`config.mk`:
```
export PLATFORM = sky130hd
export DESIGN_NAME = dfh_mmio_router
export DESIGN_NICKNAME = d
export VERILOG_FILES = /design/src/rtl/dfh_mmio_router.sv
export SDC_FILE = /design/constraint.sdc
export NUM_CORES = 1
export LEC_CHECK = 0
export CAP_MARGIN = 20
export CORE_AREA = 2 2 214 216
export CTS_CLUSTER_DIAMETER = 50
export DETAILED_ROUTE_END_ITERATION = 10
export DIE_AREA = 0 0 216 218
export SETUP_SLACK_MARGIN = 0.2
export SLEW_MARGIN = 15
export SYNTH_ARGS = -nofsm -noshare
export SYNTH_HDL_FRONTEND = slang
export SYNTH_SLANG_ARGS = --single-unit
```
`constraint.sdc`:
```
create_clock -name clk_i -period 10.4 [get_ports clk_i]
set_input_delay 1.04 -clock clk_i [delete_from_list [all_inputs] [get_ports clk_i]]
set_output_delay 1.04 -clock clk_i [all_outputs]
set_load 0.05 [all_outputs]
```
`src/rtl/dfh_mmio_router.sv`:
```
// dfh_mmio_router
// Fans the host MMIO Avalon-MM port out to a row of DFH CSR slaves. Each slave
// owns one 2**SLAVE_SPAN_LOG2-byte window. Reads and writes are forwarded as
// registered single-cycle pulses. Only one read may be outstanding at a time.
// Unmapped reads and reads that time out are answered with BADADDR_DATA, so
// the host never hangs.
//
// Ports:
//   clk_i, reset_i          clock, asynchronous active-high reset
//   h_*_i / h_*_o           host Avalon-MM slave side (64-bit data)
//   s_*_o / s_*_i           per-slave Avalon-MM master side. Address, read,
//                           write, readdata and readdatavalid are sliced per
//                           slave; writedata and byteenable are shared.
//   timeout_err_o           sticky: a read timed out
//   stray_err_o             sticky: an unexpected s_readdatavalid arrived
module dfh_mmio_router #(
  parameter int          N_SLAVES        = 4,
  parameter int          SLAVE_SPAN_LOG2 = 12,
  parameter int          ADDR_WIDTH      = 16,
  parameter int          TIMEOUT_CYCLES  = 256,
  parameter logic [63:0] BADADDR_DATA    = 64'hBAAD_BAAD_BAAD_BAAD
) (
  input  logic                                clk_i,
  input  logic                                reset_i,
  input  logic [ADDR_WIDTH-1:0]               h_address_i,
  input  logic                                h_read_i,
  input  logic                                h_write_i,
  input  logic [63:0]                         h_writedata_i,
  input  logic [7:0]                          h_byteenable_i,
  output logic                                h_waitrequest_o,
  output logic [63:0]                         h_readdata_o,
  output logic                                h_readdatavalid_o,
  output logic [N_SLAVES*SLAVE_SPAN_LOG2-1:0] s_address_o,
  output logic [N_SLAVES-1:0]                 s_read_o,
  output logic [N_SLAVES-1:0]                 s_write_o,
  output logic [63:0]                         s_writedata_o,
  output logic [7:0]                          s_byteenable_o,
  input  logic [N_SLAVES*64-1:0]              s_readdata_i,
  input  logic [N_SLAVES-1:0]                 s_readdatavalid_i,
  output logic                                timeout_err_o,
  output logic                                stray_err_o
);

  localparam int IDX_W = ADDR_WIDTH - SLAVE_SPAN_LOG2;
  localparam int SEL_W = (N_SLAVES > 1) ? $clog2(N_SLAVES) : 1;
  localparam int TMR_W = $clog2(TIMEOUT_CYCLES + 1);
  localparam logic [TMR_W-1:0] TMR_LAST     = TMR_W'(TIMEOUT_CYCLES - 1);
  localparam logic [IDX_W:0]   N_SLAVES_EXT = (IDX_W + 1)'(N_SLAVES);

  typedef enum logic [1:0] {IDLE, RD_WAIT, RD_BAD} state_t;

  state_t                              state_q, state_d;
  logic [SEL_W-1:0]                    sel_q, sel_d;
  logic [TMR_W-1:0]                    timer_q, timer_d;
  logic [63:0]                         h_rdata_q, h_rdata_d;
  logic                                h_rdv_q, h_rdv_d;
  logic [N_SLAVES-1:0]                 s_read_q, s_read_d;
  logic [N_SLAVES-1:0]                 s_write_q, s_write_d;
  logic [N_SLAVES*SLAVE_SPAN_LOG2-1:0] s_addr_q, s_addr_d;
  logic [63:0]                         s_wdata_q, s_wdata_d;
  logic [7:0]                          s_be_q, s_be_d;
  logic                                timeout_err_q, timeout_err_d;
  logic                                stray_err_q, stray_err_d;

  // Address decode
  logic [IDX_W-1:0]           idx;
  logic [SEL_W-1:0]           idx_sel;
  logic [SLAVE_SPAN_LOG2-1:0] offset;
  logic                       mapped;

  assign idx     = h_address_i[ADDR_WIDTH-1:SLAVE_SPAN_LOG2];
  assign idx_sel = idx[SEL_W-1:0];
  assign offset  = h_address_i[SLAVE_SPAN_LOG2-1:0];
  // Zero-extend so that the compare also works when IDX_W bits cannot hold N_SLAVES.
  assign mapped  = ({1'b0, idx} < N_SLAVES_EXT);

  // Only the selected slave may respond, and only while its read is
  // outstanding. Any other strobe is a stray, including a late response after
  // a timeout or after a reset.
  logic [N_SLAVES-1:0] rsp_expect;
  logic [N_SLAVES-1:0] stray;

  always_comb begin
    rsp_expect = '0;
    if (state_q == RD_WAIT) rsp_expect[sel_q] = 1'b1;
    stray = s_readdatavalid_i & ~rsp_expect;
  end

  always_comb begin
    state_d       = state_q;
    sel_d         = sel_q;
    timer_d       = timer_q;
    h_rdata_d     = h_rdata_q;
    h_rdv_d       = 1'b0;
    s_read_d      = '0;
    s_write_d     = '0;
    s_addr_d      = s_addr_q;
    s_wdata_d     = s_wdata_q;
    s_be_d        = s_be_q;
    timeout_err_d = timeout_err_q;
    stray_err_d   = stray_err_q | (|stray);

    case (state_q)
      IDLE: begin
        // A read takes priority, so a simultaneous write is dropped.
        if (h_read_i) begin
          if (mapped) begin
            sel_d             = idx_sel;
            s_read_d[idx_sel] = 1'b1;
            s_addr_d[idx_sel*SLAVE_SPAN_LOG2 +: SLAVE_SPAN_LOG2] = offset;
            timer_d           = '0;
            state_d           = RD_WAIT;
          end else begin
            state_d = RD_BAD;
          end
        end else if (h_write_i && mapped) begin
          s_write_d[idx_sel] = 1'b1;
          s_addr_d[idx_sel*SLAVE_SPAN_LOG2 +: SLAVE_SPAN_LOG2] = offset;
          s_wdata_d          = h_writedata_i;
          s_be_d             = h_byteenable_i;
        end
      end
      RD_BAD: begin
        h_rdv_d   = 1'b1;
        h_rdata_d = BADADDR_DATA;
        state_d   = IDLE;
      end
      RD_WAIT: begin
        timer_d = timer_q + 1'b1;
        // The slave response is checked first, so a response on the last
        // timer cycle wins over the timeout.
        if (s_readdatavalid_i[sel_q]) begin
          h_rdv_d   = 1'b1;
          h_rdata_d = s_readdata_i[sel_q*64 +: 64];
          state_d   = IDLE;
        end else if (timer_q == TMR_LAST) begin
          h_rdv_d       = 1'b1;
          h_rdata_d     = BADADDR_DATA;
          timeout_err_d = 1'b1;
          state_d       = IDLE;
        end
      end
      default: state_d = IDLE;
    endcase
  end

  always_ff @(posedge clk_i or posedge reset_i) begin
    if (reset_i) begin
      state_q       <= IDLE;
      sel_q         <= '0;
      timer_q       <= '0;
      h_rdata_q     <= '0;
      h_rdv_q       <= 1'b0;
      s_read_q      <= '0;
      s_write_q     <= '0;
      s_addr_q      <= '0;
      s_wdata_q     <= '0;
      s_be_q        <= '0;
      timeout_err_q <= 1'b0;
      stray_err_q   <= 1'b0;
    end else begin
      state_q       <= state_d;
      sel_q         <= sel_d;
      timer_q       <= timer_d;
      h_rdata_q     <= h_rdata_d;
      h_rdv_q       <= h_rdv_d;
      s_read_q      <= s_read_d;
      s_write_q     <= s_write_d;
      s_addr_q      <= s_addr_d;
      s_wdata_q     <= s_wdata_d;
      s_be_q        <= s_be_d;
      timeout_err_q <= timeout_err_d;
      stray_err_q   <= stray_err_d;
    end
  end

  assign h_waitrequest_o   = reset_i | (state_q != IDLE);
  assign h_readdata_o      = h_rdata_q;
  assign h_readdatavalid_o = h_rdv_q;
  assign s_address_o       = s_addr_q;
  assign s_read_o          = s_read_q;
  assign s_write_o         = s_write_q;
  assign s_writedata_o     = s_wdata_q;
  assign s_byteenable_o    = s_be_q;
  assign timeout_err_o     = timeout_err_q;
  assign stray_err_o       = stray_err_q;

endmodule

```
# Yosys cells after proc, flatten, opt, wreduce, memory -nomap -nowiden
# Index checks and enable logic that the tools add are counted.
[totals] ff_bits=208 in_bits=352 out_inout_bits=196 word_cells=83
[op_classes] addsub=2 n_mul=1 order_cmp=5 n_eq_ne=7 n_shift=3 muxes=31 bitwise=6 n_reduce_logical=16
[ops] cell="$shiftx A256 B9 Y64" count=1
[ops] cell="$mux W48" count=3
[ops] cell="$mux W64" count=2
[ops] cell="$pmux W64 S2" count=1
[ops] cell="$bwmux W48" count=1
[ops] cell="$shift A12 B34 Y48 const A" count=1
[ops] cell="$shiftx A12 B34 Y48" count=1
[ops] cell="$neg A6 Y34" count=1
[ops] cell="$mux W4" count=7
[ops] cell="$mux W9" count=2
[ops] cell="$pmux W9 S2" count=1
[ops] cell="$reduce_and A3 Y1" count=5
[ops] cell="$add A9 B1 Y9 const B" count=1
[ops] cell="$eq A9 B8 Y1 const B" count=1
[ops] cell="$mux W2" count=4
[ops] cell="$reduce_bool A2 Y1" count=4
[ops] cell="$lt A2 B3 Y1 const B" count=2
[ops] cell="$mux W1" count=5
[ops] cell="$and A4 B4 Y4" count=1
[ops] cell="$demux W1 S2" count=2
[ops] cell="$ge A2 B1 Y1 const B" count=2
[ops] cell="$lt A4 B3 Y1 const B" count=1
[ops] cell="$mul A2 B2 Y4 const B" count=1
[ops] cell="$ne A2 B2 Y1 const B" count=2
[ops] cell="14 further kinds" count=19

# Longest topological paths before layout
[logic_depth] word_depth=9 ltp_mapped=9 ltp_nobuf=7

# Least setup slack after synthesis
# No wires, ideal clock.
[synth_timing] path_kind="input -> output" startpoint="input port reset_i" endpoint="output port h_waitrequest_o" t_arrival_ns=6.981 required_time_ns=9.360 path_slack_ns=2.379 cell_stages=2 path_buffers=0 path_cell_list="inv_1 nand2_1"
[synth_via] elab_chain_len=1
[synth_lines] item="start: declaration" line_no="24" rtl="input logic reset_i,"
[synth_lines] item="$or A1 B1 Y1" line_no="177" rtl="assign h_waitrequest_o = reset_i | (state_q != IDLE);"
[synth_lines] item="end: declaration" line_no="30" rtl="output logic h_waitrequest_o,"
# No other way between the ends.

# Worst setup path in the final report
[layout_timing] startpoint="input port h_address_i[12]" endpoint="register s_addr_q[13] (netlist: s_address_o[13])"
[layout_via] elab_chain_len=6 word_cells_on_any_way=13 cone_classes="add/sub: 1; mul: 1; order compare: 1; eq/ne: 1; shift: 2; mux: 4; reduce/logical: 3"
[layout_lines] item="start: declaration" line_no="25" rtl="input logic [ADDR_WIDTH-1:0] h_address_i,"
[layout_lines] item="$mul A2 B2 Y4" line_no="110, 118"
[layout_lines] item="$neg A6 Y34" line_no="110, 118"
[layout_lines] item="$shiftx A12 B34 Y48 / $shift A12 B34 Y48 (equally long branches)" line_no="110, 118"
[layout_lines] item="$bwmux W48" line_no="110, 118"
[layout_lines] item="$mux W48, on equally long branches" line_no="116, 107"
[layout_lines] item="$mux W48" line_no="106" rtl="if (h_read_i) begin"
[layout_lines] item="end signal: assignment" line_no="169" rtl="s_addr_q <= s_addr_d;"
[layout_lines] item="end: declaration" line_no="59" rtl="logic [N_SLAVES*SLAVE_SPAN_LOG2-1:0] s_addr_q, s_addr_d;"
# Parallel ways exist; a longest one is shown, timed or not. The select of a mux whose other input is x is not followed.
# A chain may end at the register's enable or synchronous reset.

==> run metrics <==
final wirelength=40500 um; Avg Cell Area, Syn=13.2 sq um; global-route wire length before repair=59900 um; status=finished, final reports clean; vias in the first global route=9092; root buf cell=clkbuf_16; sum of negative setup slack=0 ps; drt drc=0; Post-Syn Area=0.00986 sq mm; CTS sink count=208; Worst setup EP type=flip-flop; Die Y=218 um; skew final=27.0 ps; placed cell area=0.0159 sq mm; Final ANT Viol Nets=0; Via-to-Cell Ratio=4.52; input/output buffers=547; Worst Hold Class=flip-flop to flip-flop; number of DRC markers in iteration 0=335; Pwr per Cell Area=238 mW/mm^2; max_slew headroom=24.7%; Max VDD drop=124 uV; yosys warns=0; number of I/O pins=548; largest net degree at the start of global routing=around 150; final instance area=roughly 0.017 sq mm; Main synth FF type=dfrtp_1; asr flop ratio synth=between 90% and 100%; CTS Hold Buffers Added=0; Synth Net Count=1107; Area Overhead vs Synth=72.1%; gr ovfl total=0; number of buffers created by CTS=31; Synth Instances=roughly 740; placed cell count=1840; # Post-CTS Setup Buffers=0; Initial Utilization=around 22%; full die area=0.0471 sq mm; Worst-Skew Late Latency=around 580 ps; register area share after synthesis=52.8%; final setup fails=0; routability cong.=0.901; TritonCTS clock tree=yes; Yosys cell types=43; Setup crit start kind=input pin; FMAX=about 0.24 GHz; final worst path period need=between 4000 and 5000 ps; dpl hpwl=approximately 31000 um; initial antenna violation count=3; max-cap violation count=0; drt wl/cell=21.3 um; Pleak=0.00655 uW; Fin. Hold Viols=0; Sequential Area=0.00521 sq mm; Post-CTS Resized=0; number of synthesized register bits=~210; row count=78; multi-input logic area=0.00438 sq mm; Worst-Margin Slew=1130 ps; number of synthesized flops with an enable pin=0; Reg clk slew, reported paths=roughly 60 ps; fill count=4368; RSZ-0062 raised after global routing=no; CTS H-Tree Depth=1; fraction of layout cells with a size suffix above 1=15.6%; Nets=1637; Die Width=216 um; fin cells=about 1.9k; CP Data Arrival Time=around 4700 ps; Via Count=8593; Slew Limit Fails=0; TritonRoute pass-1 iters=6; Clock Tree Buf Depth=3; Worst EP required=10890 ps; Setup CP Type=input pin to flip-flop; GRT Overall Usage=16.6%; Final period util=40.3%; core area=0.0449 sq mm; critical path fanouts, max=33
## final timing paths
path	start	end	slack (ps)	cells past startpoint
worst min-delay path	timeout_err_o$_DFFE_PP0P_	timeout_err_o$_DFFE_PP0P_	470	1
worst max register to register	sel_q[0]$_DFFE_PP0P_	h_readdata_o[6]$_DFFE_PP0P_	7650	5
worst max-delay path	h_address_i[12]	s_address_o[13]$_DFFE_PP0P_	6210	7
worst min register to register	timeout_err_o$_DFFE_PP0P_	timeout_err_o$_DFFE_PP0P_	470	1
max in group asynchronous	reset_i	s_writedata_o[37]$_DFFE_PP0P_	8210	3
min in group asynchronous	reset_i	h_readdata_o[17]$_DFFE_PP0P_	900	2
## report_power, final
group	total, uW	leakage (uW)	internal (uW)	switching (uW)
combinational	1870	0.00353	773	1100
sequential	1140	0.00254	999	137
clock	1020	0.000480	617	405
total	4030	0.00655	2390	1640
## area by class of cell
| cell class | instances | share of cell area (%) |
|---|---|---|
| Timing Repair Buffer | 554 | 32.7 |
| Sequential cell | 208 | 30.7 |
| Multi-Input combinational cell | 467 | 25.8 |
| Clock buffer | 44 | 5.16 |
| Tap cell | 600 | 4.43 |
| Clock inverter | 14 | 0.841 |
| Inverter | 12 | 0.310 |
| Antenna cell | 2 | 0.0295 |
## cells in the final DEF (no fill, tap or decap), types with 10 or more instances in the layout
cell,n
nor2_1,23
dfrtp_1,206
a21oi_1,10
o21ai_0,49
clkdlybuf4s50_1,547
ha_1,11
o22a_1,40
mux4_2,65
mux2_2,72
nand2b_1,12
nand3_1,12
a22o_1,32
nand2_1,70
inv_1,11
clkbuf_16,31
## critical path: stages
cell	delay, ps
clkdlybuf4s50_1	1150
inv_1	390
ha_1	1040
nand2b_1	260
nor2_1	310
nand2b_1	260
o21ai_0	210
## state kept, by name, indices dropped and copies added, names as in the netlist
| name | cells |
|---|---|
| s_read_o | 4 |
| stray_err_o | 1 |
| timeout_err_o | 1 |
| s_write_o | 4 |
| h_readdata_o | 64 |
| s_writedata_o | 64 |
| sel_q | 2 |
| timer_q | 9 |
| state_q | 2 |
| s_byteenable_o | 8 |
| h_readdatavalid_o | 1 |
| s_address_o | 48 |
## cell families (layout without fill, tap and decap cells)
family          count (synthesis)  count (layout)  synth area share, %
simple gates                  151             151                 7.38
fa+ha+maj                      11              11                 1.40
other cells                     0               2                    0
buf+inv                        69             624                 2.97
mux                           141             141                 23.5
compound gates                160             160                 11.6
xor+xnor                        4               4                0.355
flops                         208             208                 52.8
## cell usage after synthesis, types with 2 or more instances
cell type / count / area (sq um)
o31ai_1: 5 / 37.5
mux2_2: 72 / 811
buf_2: 12 / 60.1
nor2b_1: 5 / 31.3
nor3b_1: 2 / 15.0
buf_1: 10 / 37.5
a31oi_1: 3 / 18.8
a22oi_1: 7 / 52.6
a21oi_1: 10 / 50.1
nand3_1: 13 / 65.1
a22o_1: 32 / 280
buf_6: 2 / 22.5
nor2_1: 23 / 86.3
nor3_1: 3 / 15.0
mux4_2: 65 / 1460
or4_1: 2 / 15.0
clkbuf_1: 32 / 120
a211oi_1: 6 / 45.0
and3_1: 8 / 50.1
nand4_1: 3 / 18.8
dfrtp_1: 208 / 5200
o21ai_0: 49 / 245
nand2_1: 70 / 263
mux2i_1: 4 / 40.0
o41ai_1: 5 / 43.8
inv_1: 12 / 45.0
ha_1: 11 / 138
xnor2_1: 4 / 35.0
nand2b_1: 12 / 75.1
o22a_1: 40 / 350
o22ai_1: 2 / 12.5
## layer usage
layer  wire (um)  GRT usage (%)  part of all wire, %  vias up
met4         935           4.84                  2.3        2
met1       16700           20.7                   41     4349
met2       20300           28.9                   50      332
met3        2550           3.53                  6.3       49
met5          13              0                0.032        -
li1            -              -                    -     3861
## through the flow
stage | hold WS (ps) | setup slack [ps] | total power (uW) | util (%)
2_1_floorplan | 450 | 2380 | 2330 | -
3_3_place_gp | 463 | 5800 | 3020 | 35.5
3_5_place_dp | 469 | 5660 | 3040 | 35.5
4_1_cts | 480 | 6290 | 4080 | 37.7
5_1_grt | 511 | 5910 | 4210 | 37.8
6_report | 472 | 6210 | 4030 | 37.8
No activity file was read; power rests on OpenSTA's default activity.
